--- config.mk ---
export PLATFORM = sky130hd
export DESIGN_NAME = mem_bus_arbiter
export DESIGN_NICKNAME = d
export VERILOG_FILES = /design/src/rtl/mem_bus_arbiter_pkg.sv /design/src/rtl/arb_fair_pick.sv /design/src/rtl/mem_bus_arbiter.sv
export SDC_FILE = /design/constraint.sdc
export NUM_CORES = 1
export LEC_CHECK = 0
export CAP_MARGIN = 20
export CORE_AREA = 8 8 88 90
export DETAILED_ROUTE_END_ITERATION = 8
export DIE_AREA = 0 0 96 98
export PLACE_DENSITY = 0.76
export SETUP_SLACK_MARGIN = 0.15
export SYNTH_ARGS = -nofsm -noshare
export SYNTH_HDL_FRONTEND = slang
export SYNTH_HIERARCHICAL = 1
export SYNTH_SLANG_ARGS = --single-unit
export TNS_END_PERCENT = 1
--- constraint.sdc ---
create_clock -name clk -period 4.6 [get_ports clk]
set_clock_uncertainty 0.2 [all_clocks]
set_input_delay 0.92 -clock clk [delete_from_list [all_inputs] [get_ports clk]]
set_output_delay 0.92 -clock clk [all_outputs]
set_load 0.005 [all_outputs]
--- src/rtl/mem_bus_arbiter_pkg.sv ---
// Shared definitions for the work-RAM bus arbiter: FSM state encodings,
// requester port IDs and default widths/timing.
package mem_bus_defs;

   localparam int DEF_DW      = 16;
   localparam int DEF_AW      = 16;
   localparam int DEF_RD_LAT  = 1;
   localparam int DEF_MAX_RUN = 4;

   typedef enum logic [1:0] {
      S_IDLE    = 2'd0,
      S_RD_WAIT = 2'd1,
      S_DONE    = 2'd2
   } state_t;

   localparam logic PORT_VIDEO = 1'b0;
   localparam logic PORT_CPU   = 1'b1;

endpackage

--- src/rtl/arb_fair_pick.sv ---
// Winner selection between the video port (priority) and the CPU port,
// with a run counter that hands the bus to the CPU after MAX_RUN back-to-back
// video grants while the CPU is waiting.
module arb_fair_pick
   import mem_bus_defs::*;
#(
   parameter int MAX_RUN = DEF_MAX_RUN
) (
   input  logic clk,
   input  logic reset,
   input  logic req0,
   input  logic req1,
   input  logic arbitrate,
   output logic winner
);

   localparam int            CW      = $clog2(MAX_RUN + 1);
   localparam logic [CW-1:0] RUN_MAX = CW'(MAX_RUN);

   logic [CW-1:0] run_cnt;

   // Video wins unless the CPU is waiting and the video quota is used up.
   always_comb begin
      // NOTE: every always_comb output gets a default first so no path leaves it unassigned (no latch).
      winner = PORT_CPU;
      if (req0 && !(req1 && run_cnt == RUN_MAX))
         winner = PORT_VIDEO;
   end

   // Count consecutive video grants taken while the CPU was waiting.
   always_ff @(posedge clk) begin
      // NOTE: state in always_ff is updated with <= so every register samples pre-edge values.
      if (reset)
         run_cnt <= '0;
      else if (arbitrate) begin
         if (winner == PORT_CPU || !req1)
            run_cnt <= '0;
         else if (run_cnt != RUN_MAX)
            run_cnt <= run_cnt + CW'(1);
      end
   end

endmodule

--- src/rtl/mem_bus_arbiter.sv ---
// Two-port arbiter for the single-port work RAM. Port 0 is video fetch
// (priority), port 1 is the CPU data bus. Each access runs IDLE (arbitrate),
// optionally RD_WAIT (read latency), then DONE (one-cycle ack).
module mem_bus_arbiter
   import mem_bus_defs::*;
#(
   parameter int DW      = DEF_DW,
   parameter int AW      = DEF_AW,
   parameter int RD_LAT  = DEF_RD_LAT,
   parameter int MAX_RUN = DEF_MAX_RUN
) (
   input  logic          clk,
   input  logic          reset,
   input  logic          m0_req,
   input  logic          m0_we,
   input  logic [AW-1:0] m0_addr,
   input  logic [DW-1:0] m0_wdata,
   output logic          m0_ack,
   input  logic          m1_req,
   input  logic          m1_we,
   input  logic [AW-1:0] m1_addr,
   input  logic [DW-1:0] m1_wdata,
   output logic          m1_ack,
   output logic [DW-1:0] rdata,
   output logic [AW-1:0] ram_addr,
   output logic [DW-1:0] ram_wdata,
   output logic          ram_we,
   input  logic [DW-1:0] ram_rdata,
   output logic          grant_id,
   output logic          busy
);

   // Latency counter preload; RD_LAT is limited to 1..3 so two bits suffice.
   localparam logic [1:0] LAT_INIT = 2'(RD_LAT - 1);

   state_t        state, state_nxt;
   logic [1:0]    lat_cnt, lat_nxt;
   logic          arbitrate, winner;
   logic          sel_we;
   logic [AW-1:0] sel_addr, addr_nxt;
   logic [DW-1:0] sel_wdata, wdata_nxt;
   logic          we_nxt, grant_nxt, ack0_nxt, ack1_nxt;

   assign arbitrate = (state == S_IDLE) && (m0_req || m1_req);

   arb_fair_pick #(
      .MAX_RUN (MAX_RUN)
   ) u_pick (
      .clk       (clk),
      .reset     (reset),
      .req0      (m0_req),
      .req1      (m1_req),
      .arbitrate (arbitrate),
      .winner    (winner)
   );

   assign sel_we    = (winner == PORT_CPU) ? m1_we    : m0_we;
   assign sel_addr  = (winner == PORT_CPU) ? m1_addr  : m0_addr;
   assign sel_wdata = (winner == PORT_CPU) ? m1_wdata : m0_wdata;

   // Read data is a straight pass-through; requesters only look at it on a read ack.
   assign rdata = ram_rdata;
   assign busy  = (state != S_IDLE);

   // Next-state and next-output decode for the access sequencer.
   always_comb begin
      state_nxt = state;
      lat_nxt   = lat_cnt;
      addr_nxt  = ram_addr;
      wdata_nxt = ram_wdata;
      grant_nxt = grant_id;
      we_nxt    = 1'b0;
      ack0_nxt  = 1'b0;
      ack1_nxt  = 1'b0;
      case (state)
         S_IDLE: begin
            if (arbitrate) begin
               grant_nxt = winner;
               addr_nxt  = sel_addr;
               wdata_nxt = sel_wdata;
               we_nxt    = sel_we;
               if (sel_we) begin
                  // Writes complete in the cycle the strobe is on the RAM.
                  state_nxt = S_DONE;
                  ack0_nxt  = (winner == PORT_VIDEO);
                  ack1_nxt  = (winner == PORT_CPU);
               end else begin
                  state_nxt = S_RD_WAIT;
                  lat_nxt   = LAT_INIT;
               end
            end
         end
         S_RD_WAIT: begin
            if (lat_cnt == 2'd0) begin
               state_nxt = S_DONE;
               ack0_nxt  = (grant_id == PORT_VIDEO);
               ack1_nxt  = (grant_id == PORT_CPU);
            end else begin
               lat_nxt = lat_cnt - 2'd1;
            end
         end
         S_DONE:  state_nxt = S_IDLE;
         default: state_nxt = S_IDLE;
      endcase
   end

   // State and registered RAM-side/ack outputs; reset abandons any access in flight.
   always_ff @(posedge clk) begin
      if (reset) begin
         state     <= S_IDLE;
         lat_cnt   <= 2'd0;
         ram_addr  <= '0;
         ram_wdata <= '0;
         ram_we    <= 1'b0;
         grant_id  <= 1'b0;
         m0_ack    <= 1'b0;
         m1_ack    <= 1'b0;
      end else begin
         state     <= state_nxt;
         lat_cnt   <= lat_nxt;
         ram_addr  <= addr_nxt;
         ram_wdata <= wdata_nxt;
         ram_we    <= we_nxt;
         grant_id  <= grant_nxt;
         m0_ack    <= ack0_nxt;
         m1_ack    <= ack1_nxt;
      end
   end

endmodule
* Yosys cells after proc, flatten, opt, wreduce, memory -nomap -nowiden
Index checks and enable logic that the tools add are counted.
** Cells by class
- Add/subtract/negate cells :: 2
- Multiply operators :: 0
- Div/mod/pow operators :: 0
- Magnitude comparators :: 0
- Equal/unequal tests :: 7
- Shifts and indexed selects :: 0
- Multiplexer cells :: 22
- Bitwise operators :: 3
- Reductions and logical operators :: 17
** Operators by type and width (count)
- 16-bit two-way mux :: 2
- 2-bit two-way mux :: 6
- 1-bit two-way mux :: 8
- 2-bit inequality test (second input constant) :: 4
- 2-bit one-hot mux with 2 select lines :: 2
- 3-bit two-way mux :: 2
- 2-bit AND reduction :: 3
- 2-bit nonzero test :: 3
- 2-bit zero test :: 2
- 1-bit one-hot mux with 2 select lines :: 2
- 4-bit AND reduction :: 1
- 3-bit by 1-bit adder with 3-bit output (second input constant) :: 1
- 3-bit equality test (second input constant) :: 1
- 1-bit logical AND :: 3
- 3-bit inequality test (second input constant) :: 1
- 1-bit inverter :: 3
- 3-bit OR reduction :: 1
- 2-bit by 1-bit equality test with 1-bit output (second input constant) :: 1
- 1-bit zero test :: 2
- 1-bit logical OR :: 2
- 2-bit by 1-bit subtractor with 2-bit output (second input constant) :: 1
** Storage, ports and cells
- Register bits :: 43
- Latch bits :: 0
- Memory bits (writable) :: 0
- Memory bits (read-only) :: 0
- Input port bits :: 86
- Output and inout bits :: 53
- Logic and storage cells :: 60
- Memories kept :: 0

* Longest topological paths before layout
- Word-level depth :: 8
- Gate-level depth with buffers :: 9
- Mapped depth without buffers :: 7

* Cells and area by module
The synthesis kept the hierarchy.
** Modules (own cells, without submodules)
- mem_bus_arbiter :: instances 1, cells an instance 204, area each 1999.4 um^2, sequential area each 800.8 um^2
- arb_fair_pick :: instances 1, cells an instance 19, area each 181.4 um^2, sequential area each 60.1 um^2

* Worst setup path after synthesis
OpenSTA, ideal clock, no wires.
- Kind :: input to output
- Start point :: input ram_rdata[0]
- End point :: output rdata[0]
- Data arrival time :: 1.031 ns
- Data required time :: 3.480 ns
- Slack :: 2.449 ns
- Cell stages on the path :: 1
- Buffers on the path :: 1
- Cells stage by stage :: buf_4
** RTL lines
- from (decl) :: line mem_bus_arbiter.sv:28 : input logic [DW-1:0] ram_rdata,
- to (decl) :: line mem_bus_arbiter.sv:24 : output logic [DW-1:0] rdata,
No word-level cell between the ends.

* Worst setup path in the final report
- Start point :: input m0_req
- End point :: register u_pick.run_cnt[0]
** On the way
- Longest elaborated chain between the ends :: 5
- Elaborated cells on any way between the ends :: 8
- Those cells by class :: 2 x mux; 6 x reduce/logical
** Ends and longest elaborated chain
- from (decl) :: line mem_bus_arbiter.sv:14 : input logic m0_req,
- 1-bit logical AND :: line arb_fair_pick.sv:26 : if (req0 && !(req1 && run_cnt == RUN_MAX))
- 1-bit two-way mux :: line arb_fair_pick.sv:26
- 1-bit logical OR :: line arb_fair_pick.sv:36 : if (winner == PORT_CPU || !req1)
- 2-bit nonzero test (no source line)
- 2-bit AND reduction (no source line)
- to (signal assigned) :: line arb_fair_pick.sv:39 : run_cnt <= run_cnt + CW'(1);
- to (decl) :: line arb_fair_pick.sv:20 : logic [CW-1:0] run_cnt;
Several ways; a longest one is shown, not always the timed one.
A chain may end at the register's enable or synchronous reset.

==> reports/metrics.yaml <==
cts_hold_buf: 0
final_cells: 384
tightest_slew_ns: 0.818
place.port_buffers: 106
slew_violations: 0
timing.critical_path.from_type: "input pin"
drv_cap: 0
slew_headroom: 0.453
regArea_um2: 861
dp_hpwl_mm: 4.47
core_um2: 6490
powerDensity_nw_per_um2: 318
synth_top_area_frac: 0.395
grt-ovfl-total: 0
multi_input_area_um2: 1040
fill_cells: 648
post_drt_via_cell_ratio: 5.01
tritoncts: "done"
synth_common_cells: "dfxtp_1 (43), a21oi_1 (34), mux2i_1 (34)"
finalHoldViolations: 0
synth_seq_cells: 43
status: "completed"
tns_ns: 0
area_growth_syn_to_layout_pct: 47.8
critical_path_class: "in2reg"
vias: 1923
hold_path_depth: 1
fin_crit_ns: 2.77
reg2reg_depth: 7
drt_iter0_markers: 63
drc_errors: 0
slowest_delay_ns: 0.64
cts.repair.resized: 0
chipWidth_um: 96
postSynthCellCount: 223
synth.area.top_cells: "dfxtp_1 (39%), mux2i_1 (16%), a211oi_1 (11%)"
synth.most_common_cell: "dfxtp_1"
grt_first_pass_wirelength_mm: 9.64
antenna_left: 0
async_flop_share: 0
synth_edf_count: 0
cp_max_fo: 36
place_inst: 376
p_leak_uw: 0.00125
hold_class: "reg2reg"
drive_above_1_share: 0.0691
worstPathCellList: "clkdlybuf4s50_1 > nor2_1 > nor2_4 > inv_1 > a31oi_4 > nor3_1"
finalCritPeriodShare: 0.602
htreeDepth: 2
yosys_most_used_dff: "dfxtp_1"
antenna_found_initial: 0
synth_nets: 313
cts_setup_buffers: 0
grt_max_degree: 46
synth_top_cell_by_area: "dfxtp_1"
synth_area_per_cell_um2: 9.78
clk_latency_ns: 0.29
synth_area_um2: 2180
nets: 393
fp-row-count: 30
setup_viol: 0
initial_core_util: 0.336
wirelength_mm: 6.01
insertedDiodeCount: 0
io_pins: 139
yosys_warnings: 6
rsz0062_at_grt: "no"
grt_pass1_vias: 1989
cts_root_buf: "clkbuf_8"
grtUsageTotal: 0.125
crit_slowest_cell: "nor2_4"
synth_cell_types: 33
clock-sinks: 43
dr.pass1.iters: 4
clockBufferDepth: 2
critPathCaptureType: "register"
clock.fmax_mhz: 361
wl_per_cell_um: 15.6
ys_seq_area_frac: 0.395
cp.required_ns: 4.55
cts_buffers: 5
ir_drop_v: 0.000143
gp_congestion: 0.726
die_area_um2: 9410
clk_pin_slew_worst_paths_ns: 0.08
dieHeight_um: 98
cp.arrival_ns: 2.72
==> cells by family after synthesis <==
family / share of synthesized area
AO/OA/AOI/OAI: 0.223
buffers and inverters: 0.127
flip-flops: 0.395
multiplexers: 0.156
AND/OR/NAND/NOR: 0.0683
adder cells (fa/ha/maj): 0.0229
XOR/XNOR: 0.00803
==> power breakdown <==
| group | leakage, µW | switching, µW | internal, µW | total (µW) |
|---|---|---|---|---|
| clock | 0.0000612 | 126 | 176 | 301 |
| sequential | 0.000356 | 23.7 | 414 | 438 |
| combinational | 0.000834 | 116 | 169 | 285 |
==> layout by cell type (no fill, tap or decap), types with 2 or more instances in the layout <==
cell	Yosys	routed
nor3_1	6	6
clkbuf_8	0	6
inv_1	7	7
nor2_4	2	2
mux2i_1	34	34
ha_1	4	4
a21oi_1	34	34
nand2_1	4	3
a211oi_1	32	32
buf_4	18	2
dfxtp_1	43	43
nand3_1	3	3
nor2_1	2	2
clkdlybuf4s50_1	0	105
==> sequential cells by signal, summed over array words and instances (netlist names) <==
register and flops:
ram_we 1, state 2, ram_addr 16, grant_id 1, m1_ack 1, ram_wdata 16, m0_ack 1, lat_cnt 2
u_pick/run_cnt 3
==> final cells by class <==
type | count | share of cell area
Tap cell | 80 | 0.0310
Clock inverter | 2 | 0.0109
Timing Repair Buffer | 108 | 0.332
Clock buffer | 6 | 0.0256
Multi-Input combinational cell | 137 | 0.324
Inverter | 8 | 0.00931
Sequential cell | 43 | 0.267
==> routing by layer <==
metal,part of all wire,GRT usage
met5,0,0
met4,0.015,0.0402
met3,0.12,0.0660
met2,0.48,0.208
met1,0.38,0.131
==> final timing paths <==
kind / start / end / slack [ns]
hold reg to reg: lat_cnt[1]$_SDFFE_PP0P_ / lat_cnt[1]$_SDFFE_PP0P_ / 0.30
hold / removal: lat_cnt[1]$_SDFFE_PP0P_ / lat_cnt[1]$_SDFFE_PP0P_ / 0.30
setup / recovery: m0_req / u_pick/run_cnt[0]$_SDFFE_PP0P_ / 1.83
setup reg to reg: u_pick/run_cnt[0]$_SDFFE_PP0P_ / ram_addr[9]$_SDFFE_PP0P_ / 2.46
==> critical path: cells and delay by family <==
| family | cells | cell delay, ns |
|---|---|---|
| and+or+nand+nor | 3 | 0.84 |
| AOI/OAI and AO/OA | 1 | 0.22 |
| buffers and inverters | 2 | 0.74 |
==> per-stage QoR <==
| step | util | instance area (µm²) | setup WS [ns] | power [µW] | hold WS, ns |
|---|---|---|---|---|---|
| 2_1_floorplan | - | 2180 | 2.45 | 591 | 0.265 |
| 3_3_place_gp | 0.478 | 3110 | 1.50 | 731 | 0.278 |
| 3_5_place_dp | 0.478 | 3110 | 1.47 | 736 | 0.290 |
| 4_1_cts | 0.497 | 3220 | 1.79 | 1040 | 0.309 |
| 5_1_grt | 0.497 | 3220 | 1.70 | 1080 | 0.330 |
| 6_report | 0.497 | 3220 | 1.83 | 1020 | 0.304 |
No activity file was read; power rests on OpenSTA's default activity.
